==> src/rtl/im_loader_if.sv <==
// Byte-stream handshake plus instruction-memory write bus for the boot loader.
// The loader takes the master side; the byte source and memory take the slave side.
interface im_loader_if;
  logic        byte_valid;
  logic [7:0]  byte_data;
  logic        byte_ready;
  logic        wr_en;
  logic [31:0] wr_addr;
  logic [31:0] wr_data;

  modport master (
    input  byte_valid, byte_data,
    output byte_ready, wr_en, wr_addr, wr_data
  );

  modport slave (
    output byte_valid, byte_data,
    input  byte_ready, wr_en, wr_addr, wr_data
  );
endinterface

==> src/rtl/im_loader.sv <==
// Boot-time instruction-memory loader: length-prefixed big-endian word stream
// with an XOR checksum; holds the CPU until a verified image is in place.
module im_loader #(
  parameter int          ADDR_W    = 8,
  parameter logic [31:0] BASE_ADDR = 32'h0
) (
  input  logic        clock,
  input  logic        reset,
  input  logic        start,
  im_loader_if.master bus,
  output logic        cpu_hold,
  output logic        done,
  output logic        error
);

  typedef enum logic [2:0] {
    S_IDLE, S_LEN_HI, S_LEN_LO, S_DATA, S_CSUM, S_DONE, S_ERR
  } state_t;

  // Largest legal word count; any ADDR_W of 16 or more admits every 16-bit N.
  localparam logic [16:0] MAX_N = (ADDR_W >= 16) ? 17'h10000 : 17'(1 << ADDR_W);

  state_t              state_q, state_d;
  logic [15:0]         len_q, len_d;
  logic [1:0]          bcnt_q, bcnt_d;
  logic [ADDR_W:0]     idx_q, idx_d;
  logic [7:0]          xor_q, xor_d;
  logic [23:0]         word_q, word_d;
  logic                byte_ready_q, byte_ready_d;
  logic                wr_en_q, wr_en_d;
  logic [31:0]         wr_addr_q, wr_addr_d;
  logic [31:0]         wr_data_q, wr_data_d;
  logic                cpu_hold_q, cpu_hold_d;
  logic                done_q, done_d;
  logic                error_q, error_d;

  logic                accept;
  logic [15:0]         len_full;

  assign accept   = bus.byte_valid && byte_ready_q;
  assign len_full = {len_q[15:8], bus.byte_data};

  always_comb begin
    state_d    = state_q;
    len_d      = len_q;
    bcnt_d     = bcnt_q;
    idx_d      = idx_q;
    xor_d      = xor_q;
    word_d     = word_q;
    wr_en_d    = 1'b0;
    wr_addr_d  = wr_addr_q;
    wr_data_d  = wr_data_q;
    cpu_hold_d = cpu_hold_q;
    done_d     = done_q;
    error_d    = error_q;

    unique case (state_q)
      S_IDLE, S_DONE, S_ERR: begin
        if (start) begin
          state_d    = S_LEN_HI;
          bcnt_d     = '0;
          idx_d      = '0;
          xor_d      = '0;
          done_d     = 1'b0;
          error_d    = 1'b0;
          cpu_hold_d = 1'b1;
        end
      end
      S_LEN_HI: begin
        if (accept) begin
          len_d   = {bus.byte_data, 8'h00};
          state_d = S_LEN_LO;
        end
      end
      S_LEN_LO: begin
        if (accept) begin
          len_d = len_full;
          if ({1'b0, len_full} > MAX_N) begin
            state_d = S_ERR;
            error_d = 1'b1;
          end else if (len_full == 16'h0) begin
            state_d = S_CSUM;
          end else begin
            state_d = S_DATA;
          end
        end
      end
      S_DATA: begin
        if (accept) begin
          word_d = {word_q[15:0], bus.byte_data};
          xor_d  = xor_q ^ bus.byte_data;
          bcnt_d = bcnt_q + 2'd1;
          if (bcnt_q == 2'd3) begin
            wr_en_d   = 1'b1;
            wr_data_d = {word_q, bus.byte_data};
            wr_addr_d = BASE_ADDR + (32'(idx_q) << 2);
            idx_d     = idx_q + 1'b1;
            // Leaving on the last word's final byte lets CSUM take the very next byte.
            if (32'(idx_q) + 32'd1 == 32'(len_q)) state_d = S_CSUM;
          end
        end
      end
      S_CSUM: begin
        if (accept) begin
          if (bus.byte_data == xor_q) begin
            state_d    = S_DONE;
            done_d     = 1'b1;
            cpu_hold_d = 1'b0;
          end else begin
            state_d = S_ERR;
            error_d = 1'b1;
          end
        end
      end
      default: state_d = S_IDLE;
    endcase

    byte_ready_d = (state_d == S_LEN_HI) || (state_d == S_LEN_LO) ||
                   (state_d == S_DATA)   || (state_d == S_CSUM);
  end

  always_ff @(posedge clock or negedge reset) begin
    if (!reset) begin
      state_q      <= S_IDLE;
      len_q        <= '0;
      bcnt_q       <= '0;
      idx_q        <= '0;
      xor_q        <= '0;
      word_q       <= '0;
      byte_ready_q <= 1'b0;
      wr_en_q      <= 1'b0;
      wr_addr_q    <= '0;
      wr_data_q    <= '0;
      cpu_hold_q   <= 1'b1;
      done_q       <= 1'b0;
      error_q      <= 1'b0;
    end else begin
      state_q      <= state_d;
      len_q        <= len_d;
      bcnt_q       <= bcnt_d;
      idx_q        <= idx_d;
      xor_q        <= xor_d;
      word_q       <= word_d;
      byte_ready_q <= byte_ready_d;
      wr_en_q      <= wr_en_d;
      wr_addr_q    <= wr_addr_d;
      wr_data_q    <= wr_data_d;
      cpu_hold_q   <= cpu_hold_d;
      done_q       <= done_d;
      error_q      <= error_d;
    end
  end

  assign bus.byte_ready = byte_ready_q;
  assign bus.wr_en      = wr_en_q;
  assign bus.wr_addr    = wr_addr_q;
  assign bus.wr_data    = wr_data_q;
  assign cpu_hold       = cpu_hold_q;
  assign done           = done_q;
  assign error          = error_q;

endmodule

==> src/flat_wrapper.sv <==
// flat-port wrapper written by rule: the top's interface ports become plain ports
module im_loader_flat 
#(
  parameter int          ADDR_W    = 8,
  parameter logic [31:0] BASE_ADDR = 32'h0
)
  (clock, reset, start, cpu_hold, done, error, bus_byte_valid, bus_byte_data, bus_byte_ready, bus_wr_en, bus_wr_addr, bus_wr_data);
  im_loader_if bus_i ();
  input  logic clock;
  input  logic reset;
  input  logic start;
  output logic cpu_hold;
  output logic done;
  output logic error;
  input wire logic [$bits(bus_i.byte_valid)-1:0] bus_byte_valid;
  input wire logic [$bits(bus_i.byte_data)-1:0] bus_byte_data;
  output wire logic [$bits(bus_i.byte_ready)-1:0] bus_byte_ready;
  output wire logic [$bits(bus_i.wr_en)-1:0] bus_wr_en;
  output wire logic [$bits(bus_i.wr_addr)-1:0] bus_wr_addr;
  output wire logic [$bits(bus_i.wr_data)-1:0] bus_wr_data;
  assign bus_i.byte_valid = bus_byte_valid;
  assign bus_i.byte_data = bus_byte_data;
  assign bus_byte_ready = bus_i.byte_ready;
  assign bus_wr_en = bus_i.wr_en;
  assign bus_wr_addr = bus_i.wr_addr;
  assign bus_wr_data = bus_i.wr_data;
  im_loader #(.ADDR_W(ADDR_W), .BASE_ADDR(BASE_ADDR)) u_core (.clock(clock), .reset(reset), .start(start), .bus(bus_i), .cpu_hold(cpu_hold), .done(done), .error(error));
endmodule
==> config.mk <==
export PLATFORM = sky130hd
export DESIGN_NAME = im_loader_flat
export DESIGN_NICKNAME = d
export VERILOG_FILES = /design/src/rtl/im_loader_if.sv /design/src/rtl/im_loader.sv /design/src/flat_wrapper.sv
export SDC_FILE = /design/constraint.sdc
export NUM_CORES = 1
export LEC_CHECK = 0
export CAP_MARGIN = 20
export CORE_AREA = 5 5 115 145
export DETAILED_ROUTE_END_ITERATION = 10
export DIE_AREA = 0 0 120 150
export GPL_ROUTABILITY_DRIVEN = 0
export MAX_ROUTING_LAYER = met4
export PLACE_DENSITY = 0.5
export SLEW_MARGIN = 10
export SYNTH_ARGS = -nofsm -noshare
export SYNTH_HDL_FRONTEND = slang
export SYNTH_SLANG_ARGS = --single-unit
==> constraint.sdc <==
create_clock -name clock -period 3.8 [get_ports clock]
set_clock_uncertainty 0.2 [all_clocks]
set_input_delay 0.76 -clock clock [delete_from_list [all_inputs] [get_ports clock]]
set_output_delay 0.76 -clock clock [all_outputs]
set_load 0.01 [all_outputs]
**Yosys cells after proc, flatten, opt, wreduce, memory -nomap -nowiden**

Cells that the tools add are included.

- Register bits after elaboration: 108
- Input bits: 12
- Output and inout bits: 69

- Add/sub/neg operators: 3
- $lt $le $gt $ge: 1
- Eq/ne operators: 22
- Muxes and demuxes: 40
- Bitwise logic cells: 2
- Reduce and logical (&&, ||, !) cells: 19

Operator list:

| operator | count |
|---|---|
| $eq 32x16->1 | 1 |
| $pmux 16 s2 | 1 |
| $mux 3 | 9 |
| $mux 9 | 3 |
| $mux 8 | 3 |
| $pmux 9 s2 | 1 |
| $gt 16x9->1 const B | 1 |
| $logic_not 16->1 | 1 |
| $mux 16 | 1 |
| $pmux 8 s2 | 1 |
| $pmux 3 s5 | 1 |
| $ne 2x1->1 const B | 7 |
| $mux 1 | 13 |
| $eq 3x2->1 const B | 4 |
| $eq 3x3->1 const B | 4 |
| $reduce_and 3->1 | 4 |
| $add 9x1->10 const B | 1 |
| $add 9x1->9 const B | 1 |
| $eq 8x8->1 | 1 |
| $reduce_and 4->1 | 2 |
| $xor 8x8->8 | 1 |
| $eq 3x1->1 const B | 2 |
| $mux 2 | 3 |
| $reduce_and 6->1 | 1 |
| other kinds (14) | 20 |

**Logic depth before layout (Yosys ltp)**

Gate-level depths: netlist of the first run.

- Depth in word-level cells: 10
- Gate-level depth with buffers: 9

**Worst setup path before layout of the first run**

Ideal clock, no wire load.

- Kind: input to register
- Start: input port bus_byte_data[7]
- End: register u_core.byte_ready_q (netlist: u_core.bus.byte_ready)
- Setup time: 0.079 ns
- Arrival time: 2.206 ns
- Data required time: 3.521 ns
- Setup slack: 1.315 ns
- Cell stages on the path: 6
- Path buffers: 0
- Cell sequence: or4_4 -> or3_1 -> nand3_2 -> o31ai_2 -> a211oi_2 -> mux2i_1

- Longest elaborated chain between the ends: 9

Ends and longest elaborated chain:

| item | RTL line | RTL |
|---|---|---|
| start: declaration | flat_wrapper.sv:16 | `input wire logic [$bits(bus_i.byte_data)-1:0] bus_byte_data;` |
| branches (longest 4 deep; another with $gt 16x9->1) | -- |  |
| $pmux 3 s5 * | im_loader.sv:57 | `unique case (state_q)` |
| $eq 3x1->1 or $eq 3x2->1 (tied branches) | im_loader.sv:118 | `byte_ready_d = (state_d == S_LEN_HI) \|\| (state_d == S_LEN_LO) \|\|` |
| $logic_or 1x1->1 (2 in series) | im_loader.sv:118 |  |
| $logic_or 1x1->1 * | im_loader.sv:119 | `(state_d == S_DATA) \|\| (state_d == S_CSUM);` |
| via u_core.byte_ready_d | im_loader.sv:29 | `logic byte_ready_q, byte_ready_d;` |
| end signal: assignment | im_loader.sv:144 | `byte_ready_q <= byte_ready_d;` |
| end: declaration | im_loader.sv:29 |  |

Mark *: on every way through the listed nets, which the timed path passes.
A chain may end at the register's enable or synchronous reset.

**Worst setup path in the final report of the first run**

Same ends and word-level chain as after synthesis.

==> results.md, run 1 <==
* Fraction of layout cells with a size suffix above 1 at about 5.3%
* Final Total Pwr at 3.530 mW
* Slew margin rel. at 49.19%
* Unrepaired setup endpoints after global routing: no
* Crit Reg-Reg Endpoint: u_core.state_q[0]
* Reg clk slew, reported paths at 80 ps
* Critical Path AT at 2940 ps
* Number of synthesized flops with an enable pin at 0
* CTS H-Tree Depth at 3
* Max Slew Vio Count at 0
* DP HPWL at 9469 um
* Maximum buffer depth of the clock tree at 2
* Sequential area share after synthesis at 53.60%
* Num Clock Sinks at 108
* Fin util at 39.45%
* CTS Buf Count at 9
* Final Hold Slack at 271.9 ps
* Die X at 120 um
* Initial cell density of the core at 33.08%
* Crit-path cells: clkdlybuf4s50_1 > or4_4 > or3_1 > nand3_2 > o31ai_2 > a211oi_2 > mux2i_1
* MaxCap Viol Count at 0
* Area Growth Syn to Fin at 19.25%
* Final WL at 13,280 um
* Hold buffer count at CTS at 0
* Setup Viol. Count Final at 0
* Die Y at 150 um
* Post-synth ARST share at 100.0%
* Initial antenna violation count at 0
* Post-route minimum period at 2866 ps
* Critical path class: in2reg
* Post-synthesis register bit count at 108
* Period utilisation layout at between 70% and 80%
* Worst VDD drop at just over 0.3 mV
* Post-cts sizing count at 0
* Largest net degree at the start of global routing at 58
* Gr usage total at ~16%
* Placeable Area at ~15,000 um2
* Final WS setup at 934.2 ps
* Worst EP required at 3870 ps
* Placed inst area at between 5000 and 6000 um2
* Worst-case reg-to-reg path depth at 6
* Total Nets Final at ~650
* Via-to-Cell Ratio at 4.823
* Worst-path maximum fanout at 7
* Status: finished clean
* First-pass GRT wire length at 22,090 um
* Wire length per cell at 16.12 um
* Setup crit start kind: primary input
* Syn_area_per_cell at 8.624 um2
* Slew @ Worst Pin at 762.1 ps
* DRT Pass-1 Iters at 5
* Pre-CTS WS at 608.5 ps
* Slowest stage delay, CP at 600 ps
* Count of final hold-check violations at 0
* Yosys cell types at 50
* First-iteration detailed-routing DRC count at 254
* Synthesized area at 5045 um2
* Total congestion overflow at 0
* Worst Hold Class: in2async
* RR Startpoint: u_core.len_q[11]
* Synth Instances at roughly 590
* Vias in the first global route at 4,074
* Synth top area share at between 50% and 60%
* Clock Latency Late Sink at 360 ps
* TritonCTS clock tree: built
* Post-route ant nets at 0
* IO buf count at 57
* Post-route setup TNS at 0 ps
* Row cnt at 51
* Yosys top cell by area: dfrtp_1
* Largest cells by area after synthesis: dfrtp_1 53%, nand2_1 19%, o21ai_0 5.1%
* CP max stage cell: or4_4
* PD cells at approximately 590 nW/um2
* Reg2Reg Setup Slack at roughly 1200 ps
* Leakage at slightly below 3 nW
* Total number of vias at 3,974
* Ys flop type: dfrtp_1
* Final Instance Area at 6016 um2
* Placed cells at 807
* Achievable Freq at 348.9 MHz
* Crit path capture type: flop
* Final instance count without filler cells at 824
* Ys Warns at 0
* Root Driver: clkbuf_16
* DRC Markers at 0
* Die area at between 15,000 and 20,000 um2
* Boundary Pins at 81
* Postcts setup bufs at 0
* N_diodes at 0
where the power goes:
group | internal, mW | switching [mW]
registers | 1.40 | 0.241
logic | 0.395 | 0.566
clock network | 0.461 | 0.466
how the worst max path moves through the flow:
stage	startpoint	cells after the start	to
after floorplan	bus_byte_data[7]	6	u_core.bus.byte_ready
after global placement	bus_byte_data[7]	7	u_core.bus.byte_ready
after detailed placement	bus_byte_data[7]	7	u_core.bus.byte_ready
after CTS	bus_byte_data[7]	7	u_core.bus.byte_ready
after global routing	bus_byte_data[7]	7	u_core.bus.byte_ready
final	bus_byte_data[7]	7	u_core.bus.byte_ready
layout by cell type (no fill, tap or decap), types with 2 or more instances in the layout:
| cell | n |
|---|---|
| mux2i_1 | 2 |
| nand2b_1 | 2 |
| buf_12 | 2 |
| nor2b_1 | 5 |
| o21ai_0 | 51 |
| nor3b_1 | 2 |
| a21oi_1 | 8 |
| ha_1 | 2 |
| nand4_1 | 5 |
| dfrtp_1 | 107 |
| or4_1 | 2 |
| nor2_1 | 18 |
| o21ai_1 | 2 |
| nand2_1 | 254 |
| conb_1 | 23 |
| and2_1 | 5 |
| clkbuf_16 | 9 |
| xnor2_1 | 15 |
| o31ai_1 | 2 |
| nor3_1 | 5 |
| a31o_2 | 3 |
| o221ai_1 | 2 |
| inv_6 | 3 |
| and3_1 | 4 |
| buf_4 | 6 |
| inv_1 | 4 |
| clkdlybuf4s50_1 | 56 |
| xor2_1 | 7 |
| o311a_1 | 2 |
| nand3_1 | 5 |
| o211ai_1 | 2 |
synthesized netlist by cell type (3+ instances only):
cell      number
a21oi_1        8
a31o_2         3
and2_1         5
and3_1         4
buf_1          4
buf_4         26
clkbuf_1      16
dfrtp_1      107
inv_1          4
nand2_1      254
nand3_1        5
nand4_1        5
nor2_1        18
nor2b_1        5
nor3_1         5
o21ai_0       51
xnor2_1       15
xor2_1         7
sequential cells by signal, summed over array words and instances, names as in the netlist:
name and flops:
u_core.bus.wr_data 32, u_core.error 1, u_core.len_q 16, u_core.bcnt_q 2
u_core.state_q 3, u_core.word_q 24, u_core.done 1, u_core.xor_q 8
u_core.bus.wr_en 1, u_core.bus.wr_addr 9, u_core.cpu_hold 1, u_core.bus.byte_ready 1
u_core.idx_q 9
cell type report:
cell class,instances,area [um2]
Clock inverter,7,66.31
Fill cell,1590,9235
Timing Repair Buffer,64,645.6
Multi-Input combinational cell,447,2128
Clock buffer,9,225.2
Inverter,4,15.01
Sequential cell,108,2704
Tap cell,185,231.5
cells by family after synthesis:
| logic type | after synthesis | share of synthesized area (%) |
|---|---|---|
| AND/OR/NAND/NOR | 314 | 25.67 |
| multiplexers | 2 | 0.3968 |
| AO/OA/AOI/OAI | 83 | 9.896 |
| adder cells (fa/ha/maj) | 3 | 0.6944 |
| buffers and inverters | 52 | 5.853 |
| other | 1 | 0.07433 |
| flip-flops | 108 | 53.60 |
| XOR/XNOR | 22 | 3.820 |
critical path: cells and delay by family:
kind / cells / cell delay, ps
and+or+nand+nor: 3 / 1090
buffers and inverters: 1 / 550
AOI/OAI and AO/OA: 2 / 300
muxes: 1 / 240
layer usage:
metal | global-route usage (%) | share of wire [%] | vias up
met1 | 20.55 | 45 | 1883
met2 | 26.36 | 50 | 111
met3 | 2.684 | 4.1 | 16
li1 | - | - | 1964
met5 | - | 0 | -
met4 | 4.756 | 1.7 | 0
(Power assumes the default switching activity.)
==> run 2: changes to the inputs <==
clock period = 2.8 ns   (was 3.8 ns; I/O delays follow)
==> results.md, run 2 (synthesis gave the netlist of run 1 again) <==
* IO buf count at 57 (unchanged)
* Post-cts sizing count at 0 (unchanged)
* Final WS setup at 211.1 ps (-723.0 ps)
* Postcts setup bufs at 0 (unchanged)
* Reg power frac at 44.4% (-2.1 points)
* CTS H-Tree Depth at 3 (unchanged)
* Max reg flops at 32 (unchanged)
* Placed cells at 823 (+2.0%)
* Root Driver: clkbuf_16
* Reg clk slew, reported paths at 70 ps (about the same)
* Area Growth Syn to Fin at 22.64%
* Slew margin rel. at 53.28% (+4.1 points)
* Worst VDD drop at 0.4951 mV (+61%)
* CTS Buf Count at 9 (unchanged)
* Gate power share at 27.2% (about the same)
* MaxCap Viol Count at 0 (unchanged)
* Total congestion overflow at 0 (unchanged)
* Reg2Reg Setup Slack at 210 ps (-970 ps)
* Slew @ Worst Pin at 696.2 ps (-65.96 ps)
* TritonCTS clock tree: built
* Total number of vias at 4,077 (+2.6%)
* Num Clock Sinks at 108 (unchanged)
* Setup Viol. Count Final at 0 (unchanged)
* Hold buffer count at CTS at 0 (unchanged)
* Final WL at 12,690 um (-4.5%)
* Slowest stage delay, CP at 570 ps (-30 ps)
* Row cnt at 51 (unchanged)
* Sw Ratio at 34.12% (-2.0 points)
* Crit-path cells: or4_1 > nor3_1 > buf_4 > nand4_1 > a211oi_1 > buf_4 > a31oi_1 > a311o_2
* First-pass GRT wire length at 20,910 um (-5.4%)
* Worst Hold Class: in2async
* Leading cell type in the layout, fill and taps excluded: nand2_1
* Initial cell density of the core at 33.08% (unchanged)
* Placeable Area at 15,250 um2 (unchanged)
* Status: finished clean
* Leakage at 3.024 nW (+3.4%)
* Critical Path AT at 2630 ps (-310 ps)
* Maximum buffer depth of the clock tree at 2 (unchanged)
* Setup crit start kind: flop
* Max Slew Vio Count at 0 (unchanged)
* Reg area at 2704 um2 (unchanged)
* Unrepaired setup endpoints after global routing: no
* Initial antenna violation count at 0 (unchanged)
* DRC Markers at 0 (unchanged)
* Pre-CTS WS at -3.423 ps (-611.9 ps)
* Worst-path maximum fanout at 2 (-5)
* Delay-heaviest family, CP: simple AND/OR/NAND/NOR gates
* Worst path buffer plus inverter count at 2 (+1)
* Achievable Freq at around 390 MHz
* PD cells at 805.2 nW/um2 (+37%)
* Count of final hold-check violations at 0 (unchanged)
* Boundary Pins at 81 (unchanged)
* Die Y at 150 um (unchanged)
* DP HPWL at 8851 um (-6.5%)
* Largest net degree at the start of global routing at 49 (-16%)
* Die area at 18,000 um2 (unchanged)
* DRT Pass-1 Iters at 4 (-1)
* Total Nets Final at 664 (+2.5%)
* Fill count at 1,560 (-1.9%)
* Most frequent CP cell: buf_4
* Critical path class: reg2reg
* Period utilisation layout at 92.46%
* Vias in the first global route at 3,997 (-1.9%)
* Post-route minimum period at about 2600 ps
* Clock Power Share at 28.4% (+2.1 points)
* Commonest non-fill, non-tap cells in the layout: 254 x nand2_1, 107 x dfrtp_1, 56 x clkdlybuf4s50_1
* Multi-input gate area at 2128 um2 (unchanged)
* Post-route ant nets at 0 (unchanged)
* Wire length per cell at 15.11 um (-6.3%)
* Die X at 120 um (unchanged)
* Clock Latency Late Sink at 350 ps (about the same)
* CP max stage cell: or4_1
* Worst path depth at 8 (+1)
* P_int at 3.282 mW (+45%)
* Final instance count without filler cells at 840 (+1.9%)
* Worst EP required at 2840 ps (-1030 ps)
* Fraction of layout cells with a size suffix above 1 at 7.634% (+2.3 points)
* Crit path capture type: flop
* N_diodes at 0 (unchanged)
* First-iteration detailed-routing DRC count at 263 (+3.5%)
* Via-to-Cell Ratio at 4.854 (+0.64%)
* Sw power at 1.700 mW (+33%)
* Worst-case reg-to-reg path depth at 8 (+2)
* Gr usage total at 14.98% (-1.1 points)
[run 2: final timing paths]
path / startpoint / end
min in group clock: u_core.word_q[23] / u_core.bus.wr_data[31]
min: reset / u_core.bus.wr_en
min reg2reg: u_core.word_q[23] / u_core.bus.wr_data[31]
max reg2reg: u_core.len_q[11] / u_core.state_q[0]
max: u_core.len_q[11] / u_core.state_q[0]
max in group asynchronous: reset / u_core.xor_q[6]
[run 2: metrics by stage]
| stage | TNS, ps | area, um2 | utilization (%) | hold slack [ps] | power [mW] |
|---|---|---|---|---|---|
| floorplan | 0 | 5127 | - | 64.41 | 3.107 |
| global placement | 0 | 5849 | 38.35 | 257.6 | 3.556 |
| detailed placement | -3.423 | 5849 | 38.35 | 258.7 | 3.584 |
| CTS | 0 | 6180 | 40.52 | 65.76 | 5.024 |
| global route | 0 | 6187 | 40.57 | 103.8 | 5.329 |
| finish | 0 | 6187 | 40.57 | 40.63 | 4.982 |
[run 2: area by class of cell]
type	count	share of cell area (%)
clock inverters	7	1.699
repair buffers	80	12.58
inverters	4	0.2427
flip-flops and latches	108	43.70
clock buffers	9	3.640
well taps	185	3.741
multi-input cells	447	34.40
[run 2: routing by layer]
| layer | GRT usage, % | vias to the layer above | routed length [um] |
|---|---|---|---|
| met5 | - | - | 0 |
| met4 | 6.361 | 0 | 419 |
| met3 | 2.873 | 19 | 491 |
| met2 | 22.42 | 106 | 5867 |
| met1 | 19.93 | 1956 | 5912 |
| li1 | - | 1996 | - |
[run 2: power groups by stage]
stage | combinational (mW) | sequential (mW) | clock (mW)
global route | 1.54 | 2.26 | 1.52
floorplan | 0.960 | 2.15 | 0
finish | 1.35 | 2.21 | 1.42
detailed placement | 1.35 | 2.24 | 0
CTS | 1.36 | 2.21 | 1.45
global placement | 1.33 | 2.23 | 0
